File: src/rtl/riscv_fetch_q.sv
// Instruction fetch front end: in-order icache requests, prefetch queue, redirect drop counter.
// Optional FETCH_BYPASS_EN presents a response to decode in its arrival cycle when the queue is empty.
module riscv_fetch_q #(
  parameter int FIFO_DEPTH      = 4,
  parameter int MAX_OUTSTANDING = 2
) (
  input  logic        clk_i,
  input  logic        rst_i,
  input  logic        fetch_branch_i,
  input  logic [31:0] fetch_branch_pc_i,
  input  logic        fetch_accept_i,
  input  logic        icache_accept_i,
  input  logic        icache_valid_i,
  input  logic        icache_error_i,
  input  logic [31:0] icache_inst_i,
  output logic        fetch_valid_o,
  output logic [31:0] fetch_instr_o,
  output logic [31:0] fetch_pc_o,
  output logic        fetch_fault_o,
  output logic        icache_rd_o,
  output logic [31:0] icache_pc_o,
  output logic        icache_flush_o,
  output logic        icache_invalidate_o
);

  localparam logic [31:0] INST_FAULT = 32'h0000_0000;
  localparam int CW = $clog2(FIFO_DEPTH + 1);
  localparam int PW = $clog2(FIFO_DEPTH);
  localparam int OW = $clog2(MAX_OUTSTANDING + 1);
  localparam int TW = (MAX_OUTSTANDING > 1) ? $clog2(MAX_OUTSTANDING) : 1;

  typedef struct packed {
    logic [31:0] pc;
    logic [31:0] instr;
    logic        fault;
  } entry_t;

  logic          active_q, active_d;
  logic [31:0]   pc_q, pc_d;
  logic [OW-1:0] out_q, out_d;
  logic [OW-1:0] drop_q, drop_d;
  logic [CW-1:0] cnt_q, cnt_d;
  logic [PW-1:0] rd_q, rd_d;
  logic [PW-1:0] wr_q, wr_d;
  logic [TW-1:0] trd_q, trd_d;
  logic [TW-1:0] twr_q, twr_d;

  entry_t      fifo_q [FIFO_DEPTH];
  logic [31:0] tag_q  [MAX_OUTSTANDING];

  logic [31:0] req_pc;
  logic        credit, req_rd, req_fire;
  logic        rsp, byp, valid, push, pop;
  entry_t      rsp_e, head;

  function automatic logic [TW-1:0] tnext(input logic [TW-1:0] p);
    return (int'(p) == MAX_OUTSTANDING - 1) ? '0 : p + TW'(1);
  endfunction

  always_comb begin
    req_pc   = (fetch_branch_i ? fetch_branch_pc_i : pc_q) & 32'hFFFF_FFFC;
    // stale in-flight responses will be dropped, so they hold no queue slot
    credit   = fetch_branch_i |
               ((int'(cnt_q) + int'(out_q) - int'(drop_q)) < FIFO_DEPTH);
    req_rd   = (active_q | fetch_branch_i) &
               (int'(out_q) < MAX_OUTSTANDING) & credit;
    req_fire = req_rd & icache_accept_i;
    rsp      = icache_valid_i & (out_q != '0);
    rsp_e    = '{pc:    tag_q[trd_q],
                 instr: icache_error_i ? INST_FAULT : icache_inst_i,
                 fault: icache_error_i};
`ifdef FETCH_BYPASS_EN
    byp      = rsp & (cnt_q == '0) & (drop_q == '0) & ~fetch_branch_i;
`else
    byp      = 1'b0;
`endif
    valid    = ((cnt_q != '0) | byp) & ~fetch_branch_i;
    head     = (cnt_q != '0) ? fifo_q[rd_q] : rsp_e;
    pop      = valid & fetch_accept_i & (cnt_q != '0);
    push     = rsp & (drop_q == '0) & ~fetch_branch_i &
               ~(byp & fetch_accept_i);
  end

  always_comb begin
    active_d = active_q | fetch_branch_i;
    pc_d     = pc_q;
    if (req_fire)
      pc_d = req_pc + 32'd4;
    else if (fetch_branch_i)
      pc_d = req_pc;
    out_d  = out_q + OW'(req_fire) - OW'(rsp);
    drop_d = drop_q;
    if (fetch_branch_i)
      drop_d = out_q - OW'(rsp);
    else if (rsp && drop_q != '0)
      drop_d = drop_q - OW'(1);
    twr_d = req_fire ? tnext(twr_q) : twr_q;
    trd_d = rsp ? tnext(trd_q) : trd_q;
    cnt_d = cnt_q + CW'(push) - CW'(pop);
    wr_d  = wr_q + PW'(push);
    rd_d  = rd_q + PW'(pop);
    if (fetch_branch_i) begin
      cnt_d = '0;
      wr_d  = '0;
      rd_d  = '0;
    end
  end

  always_ff @(posedge clk_i or posedge rst_i) begin
    if (rst_i) begin
      active_q <= 1'b0;
      pc_q     <= '0;
      out_q    <= '0;
      drop_q   <= '0;
      cnt_q    <= '0;
      rd_q     <= '0;
      wr_q     <= '0;
      trd_q    <= '0;
      twr_q    <= '0;
    end else begin
      active_q <= active_d;
      pc_q     <= pc_d;
      out_q    <= out_d;
      drop_q   <= drop_d;
      cnt_q    <= cnt_d;
      rd_q     <= rd_d;
      wr_q     <= wr_d;
      trd_q    <= trd_d;
      twr_q    <= twr_d;
    end
  end

  always_ff @(posedge clk_i) begin
    if (push)
      fifo_q[wr_q] <= rsp_e;
    if (req_fire)
      tag_q[twr_q] <= req_pc;
  end

  assign fetch_valid_o       = valid;
  assign fetch_pc_o          = valid ? head.pc : '0;
  assign fetch_instr_o       = valid ? head.instr : '0;
  assign fetch_fault_o       = valid & head.fault;
  assign icache_rd_o         = req_rd;
  assign icache_pc_o         = req_pc;
  assign icache_flush_o      = 1'b0;
  assign icache_invalidate_o = 1'b0;

endmodule

File: config.mk
export PLATFORM = sky130hd
export DESIGN_NAME = riscv_fetch_q
export DESIGN_NICKNAME = d
export VERILOG_FILES = /design/src/rtl/riscv_fetch_q.sv
export SDC_FILE = /design/constraint.sdc
export NUM_CORES = 1
export LEC_CHECK = 0
export BUFFER_PORTS_ARGS = -buffer_cell sky130_fd_sc_hd__buf_2
export CAP_MARGIN = 10
export CORE_MARGIN = 4
export CORE_UTILIZATION = 30
export CTS_CLUSTER_DIAMETER = 60
export CTS_CLUSTER_SIZE = 25
export DETAILED_ROUTE_END_ITERATION = 8
export HOLD_SLACK_MARGIN = 0.12
export PLACE_DENSITY_LB_ADDON = 0.3
export REMOVE_ABC_BUFFERS = 1
export SYNTH_ARGS = -nofsm -noshare
export SYNTH_HDL_FRONTEND = slang
export SYNTH_SLANG_ARGS = --single-unit
File: constraint.sdc
create_clock -name clk_i -period 7.75 [get_ports clk_i]
set_input_delay 0.775 -clock clk_i [delete_from_list [all_inputs] [get_ports clk_i]]
set_output_delay 0.775 -clock clk_i [all_outputs]
set_load 0.01 [all_outputs]
==> results by stage, run 1 <==
GRT:
- Entering global routing, the biggest net connects 72 pins.
- The total overflow reported by the global router is 0.
- The initial antenna violation count is 6.
- The first global-routing pass estimated 52,300 um of wire.
- Across every metal layer, demand over resource in global routing totals 0.129.
- The number of global-route vias before repair is 8,350.

Synth:
- The most common cell in the netlist is edfxtp_1.
- The synthesized flop and latch total is 356.
- Of the total synthesized cell area, the portion taken by AND, OR, NAND and NOR gates is 0.0863.
- The fraction of synthesis flops using an asynchronous set or reset pin is 0.124.
- The most instantiated flip-flop cell in the synthesis netlist is edfxtp_1.
- The cell count after synthesis came out at 868.
- Of the total synthesized cell area, the portion taken by XOR and XNOR cells is 0.0198.
- The mean cell area of the mapped netlist is 17.3 um^2.
- The commonest cells after synthesis are edfxtp_1, and2_1, mux4_2.
- The share of Yosys cell area claimed by the top area cell type is 0.624.
- The number of different library cells in the post-synthesis netlist is 58.
- After synthesis the cells add up to 15,000 um^2.
- The fraction of the mapped netlist area in compound gates is 0.0195.
- By area the synthesized netlist is led by edfxtp_1, mux4_2, dfrtp_1.
- The multiplexer fraction of the synthesized cell area is 0.137.
- Of the total synthesized cell area, the portion taken by full adders, half adders and majority gates is 0.0143.
- The portion of the post-synthesis area used by sequential elements is 0.698.
- The Yosys step of the flow raised 0 warnings.
- The cell type with the largest total area after synthesis is edfxtp_1.
- Counting flops with a built-in enable in the synthesized netlist gives 312.
- By area, the combinational part of the netlist is dominated by multiplexers.

Route:
- The final routed wire length divided by cell count is 20.0 um.
- The DRC violation count after routing is 0.
- In this run, the number of DRC markers left after iteration 0 of detailed routing was 488.
- Summing over every cut layer, the via total after detailed routing is 7,933.
- In the routed layout, each cell is associated on average with a via count of 4.59.
- The count of nets left with antenna violations once routing finished came out at 0.
- The pre-antenna-repair detailed-routing pass consisted of 5 iterations.
- The final wirelength is 34,700 um.

Layout:
- The filler cells instantiated in the layout total 4,640.
- The post-layout utilization of the core is 0.362.
- The area overhead of the layout relative to synthesis is 18.7%.
- The ratio of cells with drive above 1 in the final layout is 0.342.
- The post-layout net count is 1,127.

Floorplanning:
- 172 I/O pins were placed.
- The starting density of the core is 0.305.
- The area of the die is 53,700 um^2.
- Measured along the x axis, the die boundary spans 232 um.
- The row count is 81.
- The y dimension of the die is 232 um.
- After floorplanning, the core was sized to cover 49,200 um^2.

Timing:
- The worst slew slack as a fraction of its limit is 0.242.
- Setup repair after global routing left no endpoint under its margin.
- Of the available clock period, the critical path in the final layout requires 0.505.
- The post-route setup TNS is 0 ns.
- For the pin with the worst max-slew slack, the measured transition is 1.13 ns.
- Subtracting the final worst setup slack from the clock period gives 3.91 ns.
- The final max-slew violation count is 0.
- Setup violations remaining at the end of the flow were counted as 0.
- The worst clock skew on the final layout is 0.0201 ns.
- Static timing analysis puts the maximum clock frequency at 0.256 GHz.
- The count of endpoints failing hold in the final timing report is 0.

CTS:
- After clock tree synthesis, the clock-pin slew on the worst setup and hold paths is 0.07 ns.
- CTS built an H-tree with a depth of 2.
- Once the clock tree was built, the setup fixing pass inserted 0 buffers.
- TritonCTS built the clock tree.
- CTS placed an instance of clkbuf_16 at the clock tree root.
- The number of gates resized after CTS was 0.
- Counting along the longest clock path gives a buffer depth of 3.
- In this run, post-CTS hold repair placed 0 buffers.
- The clock insertion delay at the later pin of the skew report is 0.54 ns.
- The number of buffers created by CTS is 34.
- The number of sinks driven by the clock tree is 356.

Critical path:
- The beginning of the worst register-to-register path is out_q[1]$_DFF_PP0_.
- The data required time at the worst endpoint is 6.97 ns.
- Along the worst path, the maximum fanout reaches 44.
- The critical path is of the flip-flop to output pin type.
- The critical path data arrival time is 3.14 ns.
- The worst setup path is launched from a flip-flop.
- The endpoint type of the worst setup path is an output pin.
- The startpoint of the worst setup timing path is rd_q[0]$_DFF_PP0_.

Run status:
- The flow ran to the end, and the final reports show no timing, DRC or antenna violations.

Hold path:
- The class of the tightest hold or removal check is input port to asynchronous set/reset pin.

Run:
- The number of max-cap violations is 0.

Placed design:
- The port buffer count is 163.
- The half-perimeter wire length of the detailed placement result is 21,900 um.
- At the end of routability-driven placement, the weighted congestion stood at 0.755.

Power:
- The power per cell area is 304 nW/um^2.
- The highest ir drop seen on vdd is 0.129 mV.
- The static leakage is 6.36 nW.
placed cells by master, fill, tap and decap left out, types with 3 or more instances in the layout:
master / instances
a21oi_1: 5
and2_1: 67
buf_2: 163
buf_4: 12
bufinv_16: 4
clkbuf_16: 37
conb_1: 6
dfrtp_1: 42
diode_2: 3
edfxtp_1: 312
ha_1: 14
inv_1: 33
inv_6: 6
inv_8: 3
mux2_2: 45
mux2i_1: 13
mux4_2: 63
nand2_1: 28
nand2b_1: 4
nand3_1: 25
nand3b_1: 8
nand4_1: 4
nor2_1: 22
nor2_4: 4
nor2b_1: 37
o21ai_0: 14
xnor2_1: 26
xor2_1: 8
power breakdown:
part	internal (mW)	switching (mW)
Sequential	2.36	0.0990
Clock	1.03	0.762
Combinational	0.495	0.662
Total	3.89	1.52
worst max-delay path, cell delays in order (launching register included):
cell and delay [ns]:
dfrtp_4 0.75, buf_4 0.84, mux4_2 0.68, and2_1 0.19, buf_2 0.13
layer usage:
metal	part of all wire	up-vias	wire (um)	track usage
li1	-	3633	-	-
met3	0.050	49	1740	0.0289
met1	0.45	4074	15400	0.171
met2	0.48	169	16800	0.216
met5	0.0016	-	55	0
met4	0.019	8	658	0.0329
sequential cells by signal, indices dropped and copies added, names as in the netlist:
signal	cells
active_q	1
cnt_q	3
drop_q	2
fifo_q	252
out_q	2
pc_q	30
rd_q	2
tag_q	60
trd_q	1
twr_q	1
wr_q	2
logic make-up (layout without fill, tap and decap cells):
| family | after synthesis | count (layout) |
|---|---|---|
| adders and majority gates | 16 | 16 |
| xor gates and xnor gates | 34 | 34 |
| and+or+nand+nor | 219 | 219 |
| AOI/OAI and AO/OA | 41 | 41 |
| muxes | 121 | 121 |
| other | 1 | 9 |
| DFF | 356 | 356 |
| buffers and inverters | 80 | 270 |
cell type report:
cell class                 instances  area [um^2]  share of cell area
clock inverter                    20          274              0.0154
tap                              664          831              0.0466
inverter                          35          131             0.00737
clock buffer                      39          933              0.0524
sequential                       356        10500               0.588
timing repair buffer             176          933              0.0524
antenna                            3         7.51            0.000421
multi-input combinational        437         4230               0.237
path summary, 6_finish.rpt:
path | slack [ns] | to | depth (start not counted)
worst max-delay path | 3.84 | fetch_pc_o[17] | 4
worst min-delay path | 0.38 | pc_q[29]$_DFFE_PP0P_ | 3
worst max register to register | 4.04 | tag_q[0][19]$_DFFE_PP_ | 10
worst min register to register | 0.52 | active_q$_DFF_PP0_ | 2
max in group asynchronous | 6.86 | rd_q[0]$_DFF_PP0_ | 3
min in group clk_i | 0.52 | active_q$_DFF_PP0_ | 2
stage by stage:
step                      cell area, um^2  setup WS (ns)  hold WS [ns]  cells  total power, mW
after floorplan                     14800           1.75         0.458    828             3.26
after global placement              16600           3.61         0.471   1667             3.66
after detailed placement            16600           3.47         0.509   1667             3.69
after CTS                           17800           3.64         0.382   1726             5.50
after global routing                17800           3.56         0.437   1727             5.70
final                               17800           3.84         0.382   1730             5.41
No activity file was read; power rests on OpenSTA's default activity.
==> run 2, diff against run 1 <==
--- a/config.mk
+++ b/config.mk
@@ -5,6 +5,7 @@
 export SDC_FILE = /design/constraint.sdc
 export NUM_CORES = 1
 export LEC_CHECK = 0
+export ABC_AREA = 1
 export BUFFER_PORTS_ARGS = -buffer_cell sky130_fd_sc_hd__buf_2
 export CAP_MARGIN = 10
 export CORE_MARGIN = 4
==> constraint.sdc (replaced) <==
create_clock -name clk_i -period 3.6 [get_ports clk_i]
set_input_delay 0.36 -clock clk_i [delete_from_list [all_inputs] [get_ports clk_i]]
set_output_delay 0.36 -clock clk_i [all_outputs]
set_load 0.01 [all_outputs]
==> run 2 against run 1 <==
Effect of this change:
- clock-buffer cell count fell by 7
- combinational power rose to 2.8 times the previous value
- worst hold slack worse by 0.22 ns
- non-clock buffer count increased by 38
- sequential cell count unchanged
- final cell count grew 39%
- critical path type unchanged
- largest power group unchanged
- utilization about the same
- global-route usage grew 0.88 points
- via count rose by 37%
- routed wire length is 13% higher
==> results by stage, run 2 <==
CTS:
- Clock tree synthesis selected as its root buffer the cell clkbuf_16.
- The number of cells upsized or downsized after cts is 0.
- TritonCTS built the clock tree.
- The maximum level of the CTS H-tree is 1.
- The clock drives 356 sinks.
- Clock latency on the worst-skew pair, taken at its later pin, is 0.59 ns.
- The number of buffers added to fix hold violations after cts is 31.
- Clock-pin slew was measured on the worst setup and hold paths at 0.08 ns.
- In this run the post-CTS setup repair buffer count came out at 0.
- In this run, CTS created clock tree buffers numbering 30.
- The deepest clock path buffer count is 3.

Layout:
- The post-layout utilization of the core is 0.363.
- The ratio of cells with drive above 1 in the final layout is 0.170.
- The number of flip-flops under the largest register name is 252.
- In the final layout, the registers with the most flip-flops are fifo_q x252, tag_q x60, pc_q x30.
- Leaving out fill and tap cells, the most frequent cell in the layout is nand2_1.
- Ranked by flip-flop count, first place goes to fifo_q.
- The cell area after layout is 18,600 um^2.
- The top cell types in the final layout, fill and taps aside, are nand2_1, nor2_1, edfxtp_1, buf_2, o21ai_0.
- The repair_antennas step left the layout with diodes totalling 0.
- Excluding fillers, the count of instances in the completed layout stands at 2,402.
- The area overhead of the layout relative to synthesis is 19.2%.
- The final layout contains 1,785 nets.

Critical path:
- In this run the worst path has a maximum fanout of 5.
- Among cell families on the critical path, the largest total delay comes from adder cells.
- Counting stages on the worst path, the most repeated cell is nand2_1.
- The type of the setup path with the least slack is flip-flop to output pin.
- STA classifies the critical path startpoint as a flip-flop.
- The slowest cell on the critical path is fa_1.
- Together, buffers and inverters on the worst path number 4.
- The worst setup path is captured at an output pin.
- STA puts the critical path data required time at 3.24 ns.
- The signal on the critical path passes through inv_1 > fa_1 > inv_1 > ha_1 > nand3_1 > nand2_1 > nand2_1 > a21oi_1 > nand2_1 > nand2_1 > inv_1 > buf_2.
- For this run, the slowest stage of the critical path takes 0.54 ns.
- The critical path data arrival time is 2.69 ns.

Synth:
- For this run, the leading register cell type out of synthesis is edfxtp_1.
- The portion of the post-synthesis area used by sequential elements is 0.670.
- The fraction of synthesis flops using an asynchronous set or reset pin is 0.124.
- The multiplexer fraction of the synthesized cell area is 0.
- Synthesis instantiated 32 different standard cells from the library.
- Among all cell types in the netlist, the one instantiated most often is nand2_1.
- The xor-xnor portion of the synthesized cell area is 0.0112.
- The synthesized flop and latch total is 356.
- The fraction of the mapped netlist area in compound gates is 0.0675.
- Of the total synthesized cell area, the portion taken by AND, OR, NAND and NOR gates is 0.191.
- By area, the combinational part of the netlist is dominated by simple AND/OR/NAND/NOR gates.
- Of the total synthesized cell area, the portion taken by full adders, half adders and majority gates is 0.0138.
- A synthesized cell averages 10.3 um^2.
- After synthesis the cells add up to 15,600 um^2.
- The commonest cells after synthesis are nand2_1, nor2_1, edfxtp_1.
- Of all cell types, the one taking the most synthesized area is edfxtp_1.
- The number of flops mapped to enable cells by yosys is 312.
- The count of yosys warnings during synthesis is 0.
- The count of mapped cells out of synthesis is 1,522.
- In the post-synthesis netlist, the biggest area contributors are edfxtp_1, nand2_1, nor2_1.
- Of the post-synthesis cell area, the dominant cell type holds 0.599.

Floorplanning:
- The die covers 55,800 um^2.
- 172 I/O pins were placed.
- The horizontal die dimension is 236 um.
- For this configuration, the core starts out at a cell density of 0.304.
- The initialized floorplan defines 83 standard-cell rows.
- The core box area is 51,400 um^2.
- The y dimension of the die is 236 um.

Run status:
- The run finished with clean final reports.

Timing:
- The minimum clock period after layout is 3.05 ns.
- The worst clock skew on the final layout is 0.0229 ns.
- For the pin with the worst max-slew slack, the measured transition is 1.02 ns.
- In the final timing run, aggregate negative setup slack is 0 ns.
- The worst path setup slack after routing is 0.552 ns.
- The worst pin sits at a relative slew slack of 0.318.
- Setup repair after global routing left no endpoint under its margin.
- Of the available clock period, the critical path in the final layout requires 0.847.
- The final max-slew violation count is 0.
- Derived from the worst setup path, the maximum achievable clock frequency is 0.328 GHz.
- Setup violations remaining at the end of the flow were counted as 0.
- The final hold slack is 0.166 ns.
- The count of endpoints failing hold in the final timing report came to 0.

GRT:
- The total overflow reported by the global router is 0.
- The first global-routing pass estimated 61,600 um of wire.
- Across every metal layer, demand over resource in global routing totals 0.138.
- Entering global routing, the biggest net connects 128 pins.
- The initial antenna violation count is 0.
- The number of global-route vias before repair was 10,873.

Placed design:
- The instance count after placement with tap cells included is 2,315.
- Buffers placed on the I/O ports in this run total 163.
- The standard cell area after detailed placement is 17,300 um^2.
- The post-placement setup slack is 0.644 ns.
- The half-perimeter wire length of the detailed placement result is 23,300 um.
- The final weighted congestion in routability-driven placement is 0.796.

Power:
- Power spread over the standard cell area amounts to 646 nW/um^2.
- For this design the static power due to leakage is 7.49 nW.
- The highest ir drop seen on vdd is 0.384 mV.
- Summing internal, switching and leakage power gives 12.0 mW.

Route:
- The DRC violation count after routing is 0.
- The final wirelength is 39,300 um.
- The post-detailed-route count of antenna-violating nets is 0.
- The number of violations reported at the end of detailed-routing iteration 0 is 696.
- The total via count after detailed routing is 10,882.
- Dividing the detail-routed wire length by the instance count gives 16.4 um.
- The number of detailed-routing iterations run before antenna repair is 5.
- The via-per-instance ratio is 4.53.

Run:
- Across the run, the number of max-cap violations was 0.

Hold path:
- The class of the tightest hold or removal check is input port to flip-flop.
[run 2: worst register-to-register path, delay by kind of cell, from the launching register on]
family                   cells  cell delay [ns]
AO/OA/AOI/OAI                1             0.11
adder cells (fa/ha/maj)      2             0.82
buffers and inverters        5             0.85
flip-flops                   1             0.42
AND/OR/NAND/NOR              7             0.62
[run 2: path summary, 6_finish.rpt]
check / start / depth (start not counted) / slack (ns) / end
setup / recovery: out_q[1]$_DFF_PP0_ / 12 / 0.55 / icache_rd_o
hold / removal: icache_inst_i[25] / 3 / 0.17 / fifo_q[2][26]$_DFFE_PP_
setup reg to reg: out_q[1]$_DFF_PP0_ / 15 / 0.66 / pc_q[26]$_DFFE_PP0P_
hold reg to reg: active_q$_DFF_PP0_ / 2 / 0.49 / active_q$_DFF_PP0_
max in group asynchronous: rst_i / 4 / 2.65 / rd_q[0]$_DFF_PP0_
min in group asynchronous: rst_i / 4 / 0.49 / pc_q[19]$_DFFE_PP0P_
[run 2: final cells by class]
cell class                      instances  area [um^2]
Timing Repair Buffer                  214         1400
Inverter                               99          373
Multi-Input combinational cell        997         4480
Tap cell                              680          851
Clock inverter                         24          294
Sequential cell                       356        10500
Clock buffer                           32          768
Fill cell                            5146        32800
[run 2: per-layer routing]
layer	vias to the layer above	routed length, um	track usage
met5	-	0	0
met4	0	714	0.0246
met3	45	1750	0.0231
met2	214	18800	0.241
met1	5254	18000	0.183
li1	5369	-	-
[run 2: power by group]
| part | switching, mW | total [mW] | internal (mW) |
|---|---|---|---|
| Combinational | 2.29 | 3.26 | 0.967 |
| Sequential | 0.152 | 5.41 | 5.26 |
| Clock | 1.70 | 3.37 | 1.67 |
| Total | 4.14 | 12.0 | 7.90 |
[run 2: cells by family after synthesis]
group,count (synthesis)
other cells,1
compound gates,208
buf+inv,174
flops,356
fa+ha+maj,16
simple gates,747
xor+xnor,20
==> run 3, diff against run 2 <==
--- a/config.mk
+++ b/config.mk
@@ -5,7 +5,7 @@
 export SDC_FILE = /design/constraint.sdc
 export NUM_CORES = 1
 export LEC_CHECK = 0
-export ABC_AREA = 1
+export ABC_AREA = 0
 export BUFFER_PORTS_ARGS = -buffer_cell sky130_fd_sc_hd__buf_2
 export CAP_MARGIN = 10
 export CORE_MARGIN = 4
==> constraint.sdc (replaced) <==
create_clock -name clk_i -period 2.9 [get_ports clk_i]
set_input_delay 0.29 -clock clk_i [delete_from_list [all_inputs] [get_ports clk_i]]
set_output_delay 0.29 -clock clk_i [all_outputs]
set_load 0.01 [all_outputs]
==> run 3 against run 2 <==
Effect of this change:
- the run now ends with negative setup slack left
- utilization increased by 1.2 points
- via count decreased by 25%
- critical path depth shrank 2
- sequential share of layout area increased by 0.66 points
- routed wire length is 8.9% lower
- combinational power up 11%
- setup slack got worse by 0.62 ns
- clock-buffer cell count is 8 higher
==> results by stage, run 3 (synthesis gave the netlist of run 1 again) <==
Route:
- The number of detailed-routing iterations run before antenna repair is 6.
- The final routed wire length divided by cell count is 20.2 um.
- For this block, the initial DRC count from the detailed router was 493.
- The total via count after detailed routing is 8,122.
- Wires add up to 35,800 um.
- The post-detailed-route count of antenna-violating nets is 0.
- The via-per-instance ratio is 4.58.
- For this run, design rule violations remaining after detail routing come to 0.

Timing:
- The count of endpoints failing hold in the final timing report was 0.
- The actual slew at the worst max-slew pin is 0.820 ns.
- The worst path setup slack after routing is -0.0656 ns.
- The minimum clock period after layout is 2.97 ns.
- The worst slew slack as a fraction of its limit is 0.453.
- The post-route clock period utilization is 1.02.
- The maximum clock frequency is 0.337 GHz.
- Setup repair after global routing could not meet its margin everywhere.
- The post-route setup TNS is -0.0656 ns.
- The clock arrives with 0.0126 ns of skew.
- Setup violations remaining at the end of the flow were counted as 1.
- The final max-slew violation count is 0.
- The final hold slack is 0.159 ns.

GRT:
- The total overflow reported by the global router is 0.
- The first-pass GRT wire length is 53,700 um.
- The initial antenna violation count came to 2.
- Entering global routing, the biggest net connects 65 pins.
- The number of global-route vias before repair is 8,663.
- Across every metal layer, demand over resource in global routing totals 0.133.

Run status:
- The final reports fail on negative setup slack.
- The run finished, with violations left.

Layout:
- The post-layout net count is 1,174.
- Once layout is complete, the utilization of the core stands at 0.375.
- fifo_q holds more flip-flops than any other register.
- The number of fill cells in the layout is 4,592.
- The number of antenna diodes in the final layout is 0.
- The finished cells cover 18,400 um^2.
- The area overhead of the layout relative to synthesis is 22.8%.
- The ratio of cells with drive above 1 in the final layout is 0.377.
- The most common cell after layout, fill and taps aside is edfxtp_1.
- The number of flip-flops under the largest register name is 252.
- In the layout the commonest cells are edfxtp_1, buf_2, and2_1, mux4_2, mux2_2.
- The largest registers in the layout are fifo_q x252, tag_q x60, pc_q x30.
- For this run, the number of standard cells in the final layout without fillers is 1,774.

Critical path:
- The critical path ends at icache_rd_o.
- The beginning of the worst register-to-register path is out_q[1]$_DFF_PP0_.
- STA puts the critical path data arrival time at 2.68 ns.
- In this run the worst path has a maximum fanout of 2.
- STA classifies the critical path startpoint as a flip-flop.
- In this run the register-to-register setup slack is 0.04 ns.
- The type of the setup path with the least slack is flip-flop to output pin.
- STA classifies the critical path endpoint as an output pin.
- STA puts the critical path data required time at 2.61 ns.
- The endpoint of the worst-slack reg-to-reg timing path is pc_q[17]$_DFFE_PP0P_.
- The startpoint of the worst setup timing path is out_q[1]$_DFF_PP0_.
- The length in cells of the worst reg-to-reg path is 13.

CTS:
- The clock tree synthesis step divided the H-tree into 2 levels.
- The deepest clock path buffer count is 3.
- At the later pin of the worst-skew pair, clock insertion delay measures 0.53 ns.
- Counting every sink on the clock net gives 356.
- The clock slew seen by the registers of the worst setup and hold paths is 0.07 ns.
- TritonCTS built the clock tree.
- The root buffer cell is clkbuf_16.
- The number of buffers created by CTS is 35.

Power:
- IR analysis of the VDD net gives a maximum drop of 0.347 mV.
- For this design the static power due to leakage is 6.64 nW.
- The design draws 14.8 mW.
- In this run the power density over the cells is 802 nW/um^2.

Placed design:
- The post-placement setup slack is 0.00273 ns.
- Including well taps, the total number of placed cells is 1,704.
- The port buffer count is 163.
- The half-perimeter wire length of the detailed placement result is 23,000 um.
- The final weighted congestion in routability-driven placement is 0.758.
- The standard cell area after detailed placement is 17,000 um^2.

Run:
- Max-cap violations in this run came to 0.

Floorplanning:
- The row count is 81.
- The area of the die is 53,700 um^2.
- The starting density of the core is 0.305.
- In this run the vertical extent of the chip is 232 um.
- The region available for standard cell placement spans 49,200 um^2.
- The die is 232 um wide.
- The I/O pin count is 172.

Hold path:
- The class of the tightest hold or removal check is input port to flip-flop.
[run 3: changes by cell type in the layout (fill, tap and decap cells not counted), sizes merged, moves of 36 or more]
| cell | previous run | this run |
|---|---|---|
| a21oi | 69 | 5 |
| and2 | 0 | 67 |
| buf | 183 | 219 |
| inv | 106 | 45 |
| mux2 | 0 | 45 |
| mux4 | 0 | 63 |
| nand2 | 375 | 29 |
| nor2 | 343 | 26 |
| nor2b | 0 | 37 |
| o21ai | 138 | 14 |
[run 3: area by class of cell]
class | instances | area [um^2] | area share
clock buffers | 40 | 937 | 0.0509
clock inverters | 20 | 246 | 0.0134
inverters | 35 | 134 | 0.00727
multi-input cells | 437 | 4330 | 0.235
flip-flops and latches | 356 | 10500 | 0.569
well taps | 664 | 831 | 0.0451
repair buffers | 222 | 1470 | 0.0797
[run 3: how the worst min path moves through the flow]
stage | cells past startpoint | from | to
global route | 2 | icache_inst_i[23] | fifo_q[0][24]$_DFFE_PP_
detailed placement | 2 | rst_i | pc_q[29]$_DFFE_PP0P_
CTS | 4 | fetch_branch_pc_i[30] | pc_q[30]$_DFFE_PP0P_
global placement | 2 | rst_i | pc_q[25]$_DFFE_PP0P_
floorplan | 1 | fetch_branch_i | cnt_q[0]$_DFF_PP0_
finish | 4 | fetch_branch_pc_i[30] | pc_q[30]$_DFFE_PP0P_
[run 3: what timing repair did]
action                     in CTS  in global routing
setup buffers                   5                  5
pin swaps                       6                  8
hold buffers                    3                  0
gates resized for setup        11                 12
hold endpoints to repair       32                  0
setup endpoints to repair       3                 80
[run 3: per-layer routing]
| metal | vias up | track usage | part of all wire |
|---|---|---|---|
| li1 | 3726 | - | - |
| met1 | 4154 | 0.173 | 0.44 |
| met2 | 193 | 0.225 | 0.49 |
| met3 | 47 | 0.0334 | 0.053 |
| met4 | 2 | 0.0278 | 0.015 |
| met5 | - | 0 | 0.00056 |
[run 3: critical path, cell delays in order (launching register included)]
cell and delay [ns]:
dfrtp_1 0.36, inv_2 0.05, fa_1 0.54, inv_2 0.04, ha_4 0.20, and3b_1 0.18, o2111ai_2 0.22, nand2_2 0.09
buf_6 0.13, nor3_4 0.18, buf_2 0.16
[run 3: where the power goes]
group	leakage (nW)	total, mW	internal [mW]	switching, mW
logic	2.71	3.61	1.64	1.97
clock network	0.568	4.65	2.53	2.11
registers	3.36	6.53	6.31	0.219
total	6.64	14.8	10.5	4.30
